**config.mk**
```make
export PLATFORM = sky130hd
export DESIGN_NAME = interrupt_controller
export DESIGN_NICKNAME = d
export VERILOG_FILES = /design/src/rtl/interrupt_controller_pkg.sv /design/src/rtl/interrupt_controller_edge_sync.sv /design/src/rtl/interrupt_controller.sv
export SDC_FILE = /design/constraint.sdc
export NUM_CORES = 1
export LEC_CHECK = 0
export BUFFER_PORTS_ARGS = -buffer_cell sky130_fd_sc_hd__buf_2
export CORE_MARGIN = 1.5
export CORE_UTILIZATION = 30
export CTS_CLUSTER_SIZE = 12
export DETAILED_ROUTE_END_ITERATION = 10
export GPL_TIMING_DRIVEN = 0
export HOLD_SLACK_MARGIN = 0.03
export PLACE_DENSITY = 0.54
export SLEW_MARGIN = 0
export SYNTH_ARGS = -nofsm -noshare
export SYNTH_HDL_FRONTEND = slang
export SYNTH_SLANG_ARGS = --single-unit
export TNS_END_PERCENT = 30
```
**constraint.sdc**
```tcl
create_clock -name i_clk -period 1.3 [get_ports i_clk]
set_clock_uncertainty 0.15 [all_clocks]
set_input_delay 0.065 -clock i_clk [delete_from_list [all_inputs] [get_ports i_clk]]
set_output_delay 0.065 -clock i_clk [all_outputs]
set_load 0.1 [all_outputs]
```
**src/rtl/interrupt_controller_pkg.sv**
```systemverilog
// Shared CPU definitions for the interrupt path: controller FSM encoding,
// default vector base and the pipeline's ack/done handshake.
package interrupt_controller_pkg;

    typedef enum logic [1:0] {
        IC_IDLE    = 2'd0,
        IC_REQUEST = 2'd1,
        IC_SERVICE = 2'd2
    } ic_state_t;

    localparam logic [15:0] IC_VECTOR_BASE = 16'h0002;

    // Pipeline-to-controller handshake. Fetch raises ack when it pushes the
    // PC; decode raises done when the return-from-interrupt retires.
    typedef struct packed {
        logic ack;
        logic done;
    } int_hs_t;

endpackage

```
**src/rtl/interrupt_controller_edge_sync.sv**
```systemverilog
// Two-flop synchroniser plus history flop per interrupt line; o_edge is a
// single-cycle pulse on each synchronised rising edge.
module irq_edge_sync #(
    parameter int WIDTH = 4
) (
    input  logic             i_clk,
    input  logic             i_reset,
    input  logic [WIDTH-1:0] i_line,
    output logic [WIDTH-1:0] o_edge
);

    logic [WIDTH-1:0] s1;
    logic [WIDTH-1:0] s2;
    logic [WIDTH-1:0] h;

    always_ff @(posedge i_clk or negedge i_reset) begin
        if (!i_reset) begin
            s1 <= '0;
            s2 <= '0;
            h  <= '0;
        end else begin
            s1 <= i_line;
            s2 <= s1;
            h  <= s2;
        end
    end

    // History clears on reset, so a line already high yields one edge.
    assign o_edge = s2 & ~h;

endmodule

```
**src/rtl/interrupt_controller.sv**
```systemverilog
// Non-nested interrupt initiator: latches synchronised rising edges, picks the
// lowest-index unmasked pending source and tracks it through ack and done.
module interrupt_controller
    import interrupt_controller_pkg::*;
#(
    parameter int          NUM_SOURCES = 4,
    parameter logic [15:0] VECTOR_BASE = IC_VECTOR_BASE,
    parameter int          ID_WIDTH    = 3
) (
    input  logic                   i_clk,
    input  logic                   i_reset,
    input  logic [NUM_SOURCES-1:0] i_irq,
    input  logic [NUM_SOURCES-1:0] i_mask,
    input  logic                   i_int_ack,
    input  logic                   i_int_done,
    output logic                   o_interrupt,
    output logic [15:0]            o_vector,
    output logic [ID_WIDTH-1:0]    o_int_id,
    output logic [NUM_SOURCES-1:0] o_pending,
    output logic                   o_in_service
);

    ic_state_t              state_q, state_d;
    logic [NUM_SOURCES-1:0] pend_q, pend_d;
    logic [NUM_SOURCES-1:0] clr;
    logic [NUM_SOURCES-1:0] irq_edge;
    logic [NUM_SOURCES-1:0] eligible;
    logic                   win_vld;
    logic [ID_WIDTH-1:0]    win_id;
    logic                   int_q, int_d;
    logic                   svc_q, svc_d;
    logic [ID_WIDTH-1:0]    id_q, id_d;
    logic [15:0]            vec_q, vec_d;
    int_hs_t                hs;

    assign hs.ack  = i_int_ack;
    assign hs.done = i_int_done;

    irq_edge_sync #(.WIDTH(NUM_SOURCES)) u_sync (
        .i_clk   (i_clk),
        .i_reset (i_reset),
        .i_line  (i_irq),
        .o_edge  (irq_edge)
    );

    assign eligible = pend_q & ~i_mask;

    // Scan downward so the lowest eligible index is the last one written.
    always_comb begin
        win_vld = 1'b0;
        win_id  = '0;
        for (int n = NUM_SOURCES - 1; n >= 0; n--) begin
            if (eligible[n]) begin
                win_vld = 1'b1;
                win_id  = ID_WIDTH'(n);
            end
        end
    end

    always_comb begin
        state_d = state_q;
        int_d   = int_q;
        svc_d   = svc_q;
        id_d    = id_q;
        vec_d   = vec_q;
        clr     = '0;
        case (state_q)
            IC_IDLE: begin
                if (win_vld) begin
                    id_d    = win_id;
                    vec_d   = VECTOR_BASE + 16'(win_id);
                    int_d   = 1'b1;
                    state_d = IC_REQUEST;
                end
            end
            IC_REQUEST: begin
                if (hs.ack) begin
                    for (int n = 0; n < NUM_SOURCES; n++) begin
                        if (ID_WIDTH'(n) == id_q) clr[n] = 1'b1;
                    end
                    int_d   = 1'b0;
                    svc_d   = 1'b1;
                    state_d = IC_SERVICE;
                end
            end
            IC_SERVICE: begin
                if (hs.done) begin
                    svc_d   = 1'b0;
                    state_d = IC_IDLE;
                end
            end
            default: begin
                int_d   = 1'b0;
                svc_d   = 1'b0;
                state_d = IC_IDLE;
            end
        endcase
        // A fresh edge landing with the ack is kept as a new request.
        pend_d = (pend_q & ~clr) | irq_edge;
    end

    always_ff @(posedge i_clk or negedge i_reset) begin
        if (!i_reset) begin
            state_q <= IC_IDLE;
            pend_q  <= '0;
            int_q   <= 1'b0;
            svc_q   <= 1'b0;
            id_q    <= '0;
            vec_q   <= '0;
        end else begin
            state_q <= state_d;
            pend_q  <= pend_d;
            int_q   <= int_d;
            svc_q   <= svc_d;
            id_q    <= id_d;
            vec_q   <= vec_d;
        end
    end

    assign o_interrupt  = int_q;
    assign o_in_service = svc_q;
    assign o_int_id     = id_q;
    assign o_vector     = vec_q;
    assign o_pending    = pend_q;

endmodule

```
**Word-level counts from Yosys, hierarchy flattened**

Cells that the tools add are included.

- Flip-flop bits (word level): 39
- Input bits: 12
- Output and inout bits: 25
- Word-level logic and storage cells: 57

- Add/subtract/negate cells: 1
- Equal/unequal tests: 8
- Muxes and demuxes: 24
- Bitwise gates (word level): 9
- Reductions and logical operators: 6

Operators with widths:

| cell | count |
|---|---|
| 4-bit bitwise AND | 3 |
| 1-bit 2-to-1 mux | 12 |
| 4-bit NOT | 3 |
| 3-bit 2-to-1 mux | 3 |
| 3-bit AND reduction | 3 |
| 2-bit 2-to-1 mux | 4 |
| 4-bit 2-to-1 mux | 2 |
| 2-bit by 3-bit equality test with 1-bit output (first input constant) | 2 |
| 2-bit inequality test (second input constant) | 3 |
| 1-bit one-hot mux with 3 select lines | 2 |
| 2-bit one-hot mux with 3 select lines | 1 |
| 2-bit by 3-bit adder with 4-bit output (first input constant) | 1 |
| 4-bit bitwise OR | 1 |
| 1-bit by 3-bit equality test with 1-bit output (first input constant) | 1 |
| 3-bit zero test | 1 |
| 2-bit by 1-bit equality test with 1-bit output (second input constant) | 1 |
| 2-bit equality test (second input constant) | 1 |
| 2-bit zero test | 1 |
| 1-bit NOT | 2 |
| 2-bit AND reduction | 1 |

**Logic depth before layout (Yosys ltp)**

Gate-level depths: netlist of run 1.

- Depth after elaboration: 8
- Gate-level depth with buffers: 4
- Depth with buffers taken out: 3

**Modules after synthesis**

A second synthesis of run 1 with hierarchy kept.

- Cells, all modules: 86
- Area, all modules: 1034.7 um^2

Modules (own cells, without submodules):

| module | instances | cells an instance | area each (um^2) | sequential area each (um^2) |
|---|---|---|---|---|
| interrupt_controller | 1 | 70 | 679.4 | 275.3 |
| irq_edge_sync | 1 | 16 | 355.3 | 300.3 |

**Worst setup path after synthesis of run 1**

No wires, ideal clock.

- Path type: reg2reg
- Start point: register pend_q[2], in the netlist o_pending[2]
- End point: register id_q[0], in the netlist o_int_id[0]
- Arrival time: 1561 ps
- Path slack: -537 ps
- Cell stages (with the launch flop): 4
- Buffers on the path: 0
- Cells stage by stage: dfrtp_1 nor2b_4 a21oi_1 o32a_1

- Cells in the longest elaborated chain, start to end: 5

Ends and longest elaborated chain:

| what | line | text |
|---|---|---|
| start: declaration | interrupt_controller.sv:24 | `logic [NUM_SOURCES-1:0] pend_q, pend_d;` |
| start signal: assignment | interrupt_controller.sv:112 | `pend_q <= pend_d;` |
| 4-bit bitwise AND * | interrupt_controller.sv:46 | `assign eligible = pend_q & ~i_mask;` |
| 1-bit 2-to-1 mux (3 in series) | interrupt_controller.sv:53 | `if (eligible[n]) begin` |
| 2-bit AND reduction (no source line) | -- |  |
| end signal: assignment | interrupt_controller.sv:115 | `id_q <= id_d;` |
| end: declaration | interrupt_controller.sv:32 | `logic [ID_WIDTH-1:0] id_q, id_d;` |

Mark *: on every way between the ends. The rest lies on a longest branch, timed or not.
A chain may end at the register's enable or synchronous reset.

**Worst setup path in the final report of run 1**

- Start point: register pend_q[0], in the netlist o_pending[0]
- End point: register state_q[0]

- Cells in the longest elaborated chain, start to end: 4

Ends and longest elaborated chain:

| what | line | text |
|---|---|---|
| 4-bit bitwise AND | interrupt_controller.sv:46 |  |
| 1-bit 2-to-1 mux | interrupt_controller.sv:53 |  |
| 2-bit inequality test (no source line) | -- |  |
| 3-bit AND reduction (no source line) | -- |  |
| end signal: assignment | interrupt_controller.sv:111 | `state_q <= state_d;` |
| end: declaration | interrupt_controller.sv:23 | `ic_state_t state_q, state_d;` |

No other way between the ends.

==> results.json, run 1 <==
{
  "outcome": "finished with violations",
  "violations": "setup timing",
  "drive_gt1_share_pct": 44.4,
  "area.growth.synth_to_final_pct": 43.6,
  "stdcell_count": 177,
  "drtIter0Drc": 18,
  "drv_cap": 0,
  "multi_input_area_um2": 320,
  "wl_um": 1760,
  "finalSetupTns_ns": -0.0464,
  "clock_sinks": 23,
  "clockBufferDepth": 2,
  "arrival_ns": 1.38,
  "numCtsBuffers": 3,
  "synth_common_cells": "dfrtp_1, buf_4, o21ai_1",
  "synth_most_common_cell": "dfrtp_1",
  "routabilityCongestion": 0.711,
  "max_freq_ghz": 0.753,
  "finalWorstSetupSlack_ns": -0.0276,
  "slowest_stage": "dfrtp_4",
  "h-tree-depth": 1,
  "finalCritPeriodShare_pct": 102,
  "io_pins": 37,
  "fill_cells": 310,
  "synth_seq_area_share_pct": 57.4,
  "routed-via-count": 701,
  "syn_area_per_cell_um2": 11.9,
  "dpl-instance-area_um2": 1240,
  "slew_violations": 0,
  "insertion_delay_ns": 0.32,
  "overflow": 0,
  "vias_per_cell": 3.96,
  "core_area_um2": 3100,
  "hold_viol_final": 0,
  "synth_seq_cells": 23,
  "dr.pass1.iters": 4,
  "critPathBufInv": 0,
  "synth-main-ff-cell": "dfrtp_1",
  "drc": 0,
  "antenna_found_initial": 0,
  "critical_path_class": "register to register",
  "rsz0062_at_grt": "yes",
  "cp-start-kind": "register",
  "crit_fanout": 3,
  "die-area_um2": 3700,
  "clkTransAtPathRegs_ns": 0.13,
  "final_cell_area_um2": 1440,
  "synth_edf_count": 0,
  "hp-class": "input pin to register",
  "crit_required_ns": 1.35,
  "end_kind": "register",
  "fin_nets": 146,
  "relSlewSlack_pct": 66.1,
  "slowest_delay_ns": 0.51,
  "ys_warn_count": 0,
  "grtUsageTotal_pct": 10.2,
  "num_antenna_cells": 0,
  "dp.cells": 163,
  "ys_types": 21,
  "die_y_um": 60.8,
  "critPathTopFamily": "flip-flops",
  "reg2reg_slack_ns": -0.03,
  "rows": 20,
  "hold_slack_ns": 0.0500,
  "async_flop_share_pct": 100,
  "start_util_pct": 32.3,
  "post_drt_wl_per_cell_um": 9.94,
  "postRouteAntennaNets": 0,
  "io_buffers": 22,
  "die_x_um": 60.8,
  "dp_hpwl_um": 1240,
  "grt_max_degree": 24,
  "path_cells": "nor2b_4, nor4_4, a21oi_1",
  "period_minus_slack_ns": 1.33,
  "synth_area_um2": 1000,
  "register_area_um2": 594,
  "synth_top_cell_by_area": "dfrtp_1",
  "synthTopCellsByArea": "dfrtp_1, buf_4, nor2b_4",
  "yosys.area.top_type_share_pct": 57.4,
  "cts_tree": "built",
  "worstMarginPinSlew_ns": 0.508,
  "cts_root_buffer": "clkbuf_4",
  "grt_pass1_vias": 632,
  "syn_inst": 84,
  "setup_violations": 2,
  "grt_pass1_wl_um": 2700
}
-- layout make-up --
type	instances	share of cell area, %
buffer	18	10.2
clock buffer	3	1.57
clock inverter	1	0.522
inverter	7	1.83
multi-input combinational	49	22.3
sequential	23	41.3
tap	44	3.83
timing repair buffer	32	18.5
-- worst register-to-register path, delay by kind of cell, from the launching register on --
kind            cells  cell delay (ns)
flops               1             0.51
simple gates        2             0.46
compound gates      1             0.10
-- what timing repair did --
item | in CTS | in global routing
setup buffers | 1 | 0
setup endpoints to repair | 13 | 9
pin swaps | 0 | 1
resized for setup | 17 | 4
hold buffers | 9 | 0
endpoints found under the hold margin | 36 | 0
-- per-layer routing --
layer / global-route usage [%] / wire (um) / vias to the layer above
met4: 3.73 / 20 / 0
met1: 10.1 / 734 / 320
met3: 3.84 / 118 / 4
li1: - / - / 345
met2: 19.0 / 886 / 32
met5: 0 / 0 / -
-- sequential cells by signal, indices dropped and copies added (netlist names) --
register and cells:
u_sync.s1 4, o_vector 2, u_sync.h 4, u_sync.s2 4
o_int_id 1, o_interrupt 1, state_q 2, o_pending 4
o_in_service 1
-- through the flow --
| stage | util, % | setup WS, ns |
|---|---|---|
| final | 46.4 | -0.0276 |
| after global routing | 46.4 | -0.0733 |
| after CTS | 45.9 | -0.0374 |
| after detailed placement | 40.0 | -0.0516 |
| after global placement | 40.0 | -0.0274 |
| after floorplan | - | -0.139 |
-- path summary, 6_finish.rpt --
path | from | end | cells after the start
worst max-delay path | o_pending[0] | state_q[0] | 3
worst min-delay path | i_mask[3] | state_q[0] | 4
worst max register to register | o_pending[0] | state_q[0] | 3
worst min register to register | u_sync.s1[1] | u_sync.s2[1] | 0
max in group asynchronous | i_reset | o_pending[1] | 2
min in group asynchronous | i_reset | u_sync.s1[2] | 2
-- cells in the final DEF, fill, tap and decap left out, drive strengths merged --
cell type,n
dfrtp,23
o21ai,11
o31ai,3
nor2,3
clkbuf,3
o32a,1
nand4b,1
a21oi,3
a21o,1
o21a,3
nor4,1
nor2b,4
dlygate4sd3,9
inv,7
clkinvlp,1
nand2b,2
conb,14
buf,41
nand2,1
nand3b,1
-- logic make-up (layout without fill, tap and decap cells) --
group	count (synthesis)	after routing	share of synthesized area [%]
compound gates	22	22	13.2
buf+inv	25	61	16.9
flops	23	23	57.4
other cells	1	14	0.374
simple gates	13	13	12.1
Power of run 1 is not shown: default switching activity piles up to over one toggle a cycle in this logic, so the estimate is an artifact.
==> inputs of run 2 (changes only) <==
--- a/config.mk
+++ b/config.mk
@@ -5,9 +5,12 @@
 export SDC_FILE = /design/constraint.sdc
 export NUM_CORES = 1
 export LEC_CHECK = 0
+export ABC_CLOCK_PERIOD_IN_PS = 1300
 export BUFFER_PORTS_ARGS = -buffer_cell sky130_fd_sc_hd__buf_2
 export CORE_MARGIN = 1.5
 export CORE_UTILIZATION = 30
+export CTS_BUF_LIST = sky130_fd_sc_hd__clkbuf_8
+export CTS_CLUSTER_DIAMETER = 100
 export CTS_CLUSTER_SIZE = 12
 export DETAILED_ROUTE_END_ITERATION = 10
 export GPL_TIMING_DRIVEN = 0
==> run 2 against run 1 <==
Compared with the run above: the run still ends with setup timing left; core utilization fell by 1.1 points; non-clock buffer count fell by 2; die area did not move; flip-flop and latch count did not move; global-route usage rose by 0.22 points; via count fell by 2.1%; fmax rose by 0.64%; worst hold slack improved by 0.013 ns; setup slack improved by 0.0084 ns; sequential share of layout area rose by 0.99 points; clock-buffer cell count did not move; design area fell by 2.3%.
==> results.json, run 2 (synthesis results as in run 1) <==
{
  "outcome": "finished with violations",
  "violations": "setup timing",
  "clkTransAtPathRegs_ns": 0.08,
  "final_cell_mix": "buf_4, dfrtp_1, conb_1, buf_2, o21ai_1",
  "routed-via-count": 686,
  "fin_util_pct": 45.3,
  "grt_pass1_wl_um": 2700,
  "postRouteAntennaNets": 0,
  "relSlewSlack_pct": 65.2,
  "stdcell_count": 175,
  "finalSetupTns_ns": -0.0275,
  "start_util_pct": 32.3,
  "finalCritPeriodShare_pct": 101,
  "register_area_um2": 594,
  "grt_max_degree": 24,
  "critical_path_class": "register to register",
  "fill_cells": 311,
  "die_y_um": 60.8,
  "cp.depth": 3,
  "numCtsBuffers": 3,
  "critPathTopFamily": "flip-flops",
  "antenna_found_initial": 0,
  "critPathBufInv": 0,
  "die-area_um2": 3700,
  "insertion_delay_ns": 0.26,
  "cts_tree": "built",
  "slowest_delay_ns": 0.49,
  "hold_viol_final": 0,
  "whs_path_depth": 4,
  "clock_sinks": 23,
  "arrival_ns": 1.32,
  "die_x_um": 60.8,
  "post_drt_wl_per_cell_um": 10.0,
  "grt_pass1_vias": 610,
  "core_area_um2": 3100,
  "final_cell_area_um2": 1410,
  "end_kind": "register",
  "drtIter0Drc": 6,
  "io_buffers": 22,
  "final_common_cell": "buf_4",
  "cp-start-kind": "register",
  "drv_cap": 0,
  "setup_violations": 2,
  "dpl-instance-area_um2": 1240,
  "worstMarginPinSlew_ns": 0.522,
  "grtUsageTotal_pct": 10.4,
  "num_antenna_cells": 0,
  "finalWorstSetupSlack_ns": -0.0192,
  "slew_violations": 0,
  "multi_input_area_um2": 320,
  "routabilityCongestion": 0.711,
  "drc": 0,
  "dp_hpwl_um": 1240,
  "crit_fanout": 3,
  "cts_root_buffer": "clkbuf_8",
  "max_freq_ghz": 0.758,
  "dr.pass1.iters": 4,
  "worstRegToRegCells": 3,
  "area.growth.synth_to_final_pct": 40.2,
  "io_pins": 37,
  "rows": 20,
  "crit_required_ns": 1.30,
  "fin_nets": 144,
  "h-tree-depth": 1,
  "slowest_stage": "dfrtp_4",
  "dp.cells": 163,
  "period_minus_slack_ns": 1.32,
  "vias_per_cell": 3.92,
  "wl_um": 1760,
  "rsz0062_at_grt": "yes",
  "path_cells": "nor2b_4, nor4_4, a21oi_1",
  "drive_gt1_share_pct": 45.0,
  "hp-class": "input pin to register",
  "overflow": 0,
  "clockBufferDepth": 2
}
[run 2: area by class of cell]
class	instances	area share, %
multi-input combinational	49	22.8
buffer	18	10.2
sequential	23	42.3
clock buffer	3	2.94
inverter	7	1.87
tap	44	3.92
timing repair buffer	30	15.5
clock inverter	1	0.534
[run 2: timing repair]
item | CTS | global route
setup endpoints to repair | 10 | 4
pin swaps | 2 | 0
hold buffers | 7 | 0
setup buffers | 1 | 0
hold endpoints to repair | 30 | 0
gates resized for setup | 10 | 2
[run 2: per-layer routing]
layer | share of wire, % | track usage [%] | vias up
met4 | 1.6 | 5.59 | 0
met3 | 6.0 | 3.84 | 4
met2 | 49 | 17.5 | 28
met5 | 0 | 0 | -
li1 | - | - | 338
met1 | 43 | 11.4 | 316
[run 2: path summary, 6_finish.rpt]
path                         startpoint            to  slack, ns
max                        o_pending[0]    state_q[0]      -0.02
min                           i_mask[0]   o_vector[1]       0.06
max reg2reg                o_pending[0]    state_q[0]      -0.02
min reg2reg                u_sync.s1[1]  u_sync.s2[1]       0.20
max in group asynchronous       i_reset  o_pending[1]       0.46
min in group asynchronous       i_reset  u_sync.s1[2]       0.15
[run 2: tightest hold or removal path, cell delays in order]
cell and delay [ns]:
buf_2 0.10, nor2b_4 0.05, o21ai_1 0.16, o21ai_1 0.07
[run 2: per-stage QoR]
step	hold slack (ns)	worst slack (ns)
final	0.0631	-0.0192
after global routing	0.0802	-0.0585
after CTS	0.0529	-0.0204
after detailed placement	-0.0798	-0.0516
after global placement	-0.0916	-0.0274
after floorplan	-0.381	-0.139
Power of run 2 is left out for the same reason.
==> inputs of run 3 (changes only) <==
--- a/config.mk
+++ b/config.mk
@@ -5,6 +5,7 @@
 export SDC_FILE = /design/constraint.sdc
 export NUM_CORES = 1
 export LEC_CHECK = 0
+export ABC_AREA = 1
 export ABC_CLOCK_PERIOD_IN_PS = 1300
 export BUFFER_PORTS_ARGS = -buffer_cell sky130_fd_sc_hd__buf_2
 export CORE_MARGIN = 1.5
@@ -13,9 +14,8 @@
 export CTS_CLUSTER_DIAMETER = 100
 export CTS_CLUSTER_SIZE = 12
 export DETAILED_ROUTE_END_ITERATION = 10
-export GPL_TIMING_DRIVEN = 0
 export HOLD_SLACK_MARGIN = 0.03
-export PLACE_DENSITY = 0.54
+export PLACE_DENSITY = 0.55
 export SLEW_MARGIN = 0
 export SYNTH_ARGS = -nofsm -noshare
 export SYNTH_HDL_FRONTEND = slang
==> run 3 against run 2 <==
Compared with the run above: the flow now finishes without violations; critical path depth shrank 1; flip-flop and latch count unchanged; cell count up 1.1%; critical path type is now register to output pin; highest routed layer unchanged.
==> results.json, run 3 <==
{
  "area.growth.synth_to_final_pct": 46.8,
  "yosys.area.top_type_share_pct": 60.4,
  "clkTransAtPathRegs_ns": 0.08,
  "synthTopCellsByArea": "dfrtp_1, buf_4, nand2_1",
  "hold_viol_final": 0,
  "dr.pass1.iters": 4,
  "period_minus_slack_ns": 1.23,
  "num_antenna_cells": 0,
  "ys_types": 15,
  "synth_most_common_cell": "nand2_1",
  "io_buffers": 22,
  "setup_violations": 0,
  "overflow": 0,
  "drtIter0Drc": 15,
  "outcome": "finished clean",
  "postRouteAntennaNets": 0,
  "hold_slack_ns": 0.0481,
  "fin_nets": 146,
  "grt_pass1_wl_um": 2640,
  "dp.cells": 164,
  "final_cell_mix": "nand2_1, dfrtp_1, inv_1, conb_1",
  "crit_required_ns": 1.09,
  "vias_per_cell": 3.91,
  "drive_gt1_share_pct": 33.1,
  "finalCritPeriodShare_pct": 94.8,
  "wl_um": 1550,
  "drc": 0,
  "grt_pass1_vias": 642,
  "fin_util_pct": 46.2,
  "max_freq_ghz": 0.811,
  "clockBufferDepth": 2,
  "core_area_um2": 3030,
  "syn_area_per_cell_um2": 9.62,
  "routabilityCongestion": 0.786,
  "grtUsageTotal_pct": 10.4,
  "critical_path_class": "register to output pin",
  "clock_sinks": 23,
  "slew_violations": 0,
  "die_x_um": 59.3,
  "die_y_um": 59.3,
  "synth-main-ff-cell": "dfrtp_1",
  "stdcell_count": 177,
  "final_common_cell": "nand2_1",
  "syn_inst": 99,
  "arrival_ns": 1.02,
  "synth_seq_cells": 23,
  "hp-class": "input pin to register",
  "cts_root_buffer": "clkbuf_8",
  "drv_cap": 0,
  "dp_hpwl_um": 1150,
  "start_util_pct": 31.4,
  "async_flop_share_pct": 100,
  "grt_max_degree": 24,
  "die-area_um2": 3520,
  "cts_tree": "built",
  "synth_edf_count": 0,
  "synth_area_um2": 952,
  "numCtsBuffers": 3,
  "antenna_found_initial": 0,
  "synth_common_cells": "nand2_1, dfrtp_1, buf_4, inv_1, o21ai_0",
  "insertion_delay_ns": 0.26,
  "ys_warn_count": 0,
  "h-tree-depth": 1,
  "crit_fanout": 4,
  "rsz0062_at_grt": "no",
  "io_pins": 37,
  "synth_top_cell_by_area": "dfrtp_1",
  "post_drt_wl_per_cell_um": 8.78,
  "end_kind": "output pin",
  "cp-start-kind": "register",
  "synth_seq_area_share_pct": 60.4,
  "rows": 20,
  "routed-via-count": 692
}
==> run 3: cell count changes after synthesis, sizes merged, moves of 3 or more <==
cell / before / now
nand2: 1 / 26
inv: 7 / 17
o21a: 3 / 0
nor2b: 4 / 0
==> run 3: through the flow <==
step	area [um2]	TNS [ns]	setup slack, ns
2_1_floorplan	1030	-1.45	-0.287
3_3_place_gp	1260	0	0.106
3_5_place_dp	1260	0	0.104
4_1_cts	1400	0	0.0559
5_1_grt	1400	0	0.00219
6_report	1400	0	0.0671
==> run 3: cell type report <==
type | instances | area, um2
clock inverter | 1 | 7.51
sequential | 23 | 593
tap | 44 | 55.1
inverter | 17 | 63.8
fill | 277 | 1630
multi-input combinational | 56 | 256
clock buffer | 3 | 41.3
timing repair buffer | 33 | 380
==> run 3: routing by layer <==
metal / wire length [um] / vias to the layer above / track usage, %
met4: 24 / 0 / 4.87
li1: - / 335 / -
met1: 703 / 321 / 12.8
met5: 0 / - / 0
met2: 719 / 32 / 15.9
met3: 106 / 4 / 4.37
==> run 3: what timing repair did <==
action,in CTS,in global routing
buffers inserted,0,0
endpoints found under the setup margin,0,2
hold endpoints to repair,32,0
resized for setup,0,2
hold buffers,9,0
==> run 3: final timing paths <==
check | from | end | slack, ns | cells after the start
min in group asynchronous | i_reset | o_pending[2] | 0.14 | 2
setup / recovery | o_vector[2] | o_int_id[1] | 0.07 | 2
max in group asynchronous | i_reset | o_pending[0] | 0.48 | 2
hold / removal | i_mask[0] | o_vector[1] | 0.05 | 6
setup reg to reg | o_pending[2] | state_q[0] | 0.09 | 6
hold reg to reg | u_sync.s1[3] | u_sync.s2[3] | 0.20 | 0
==> run 3: cell families (layout without fill, tap and decap cells) <==
group | after synthesis | in the layout | share of synthesized area (%)
buf+inv | 33 | 54 | 19.3
compound gates | 12 | 12 | 6.96
other cells | 1 | 14 | 0.394
flops | 23 | 23 | 60.4
simple gates | 30 | 30 | 12.9
==> run 3: worst max-delay path, cell delays in order, from the launching register on <==
cell and delay (ns):
dfrtp_1 0.42, buf_4 0.17, buf_12 0.16
Power of run 3 is left out for the same reason.
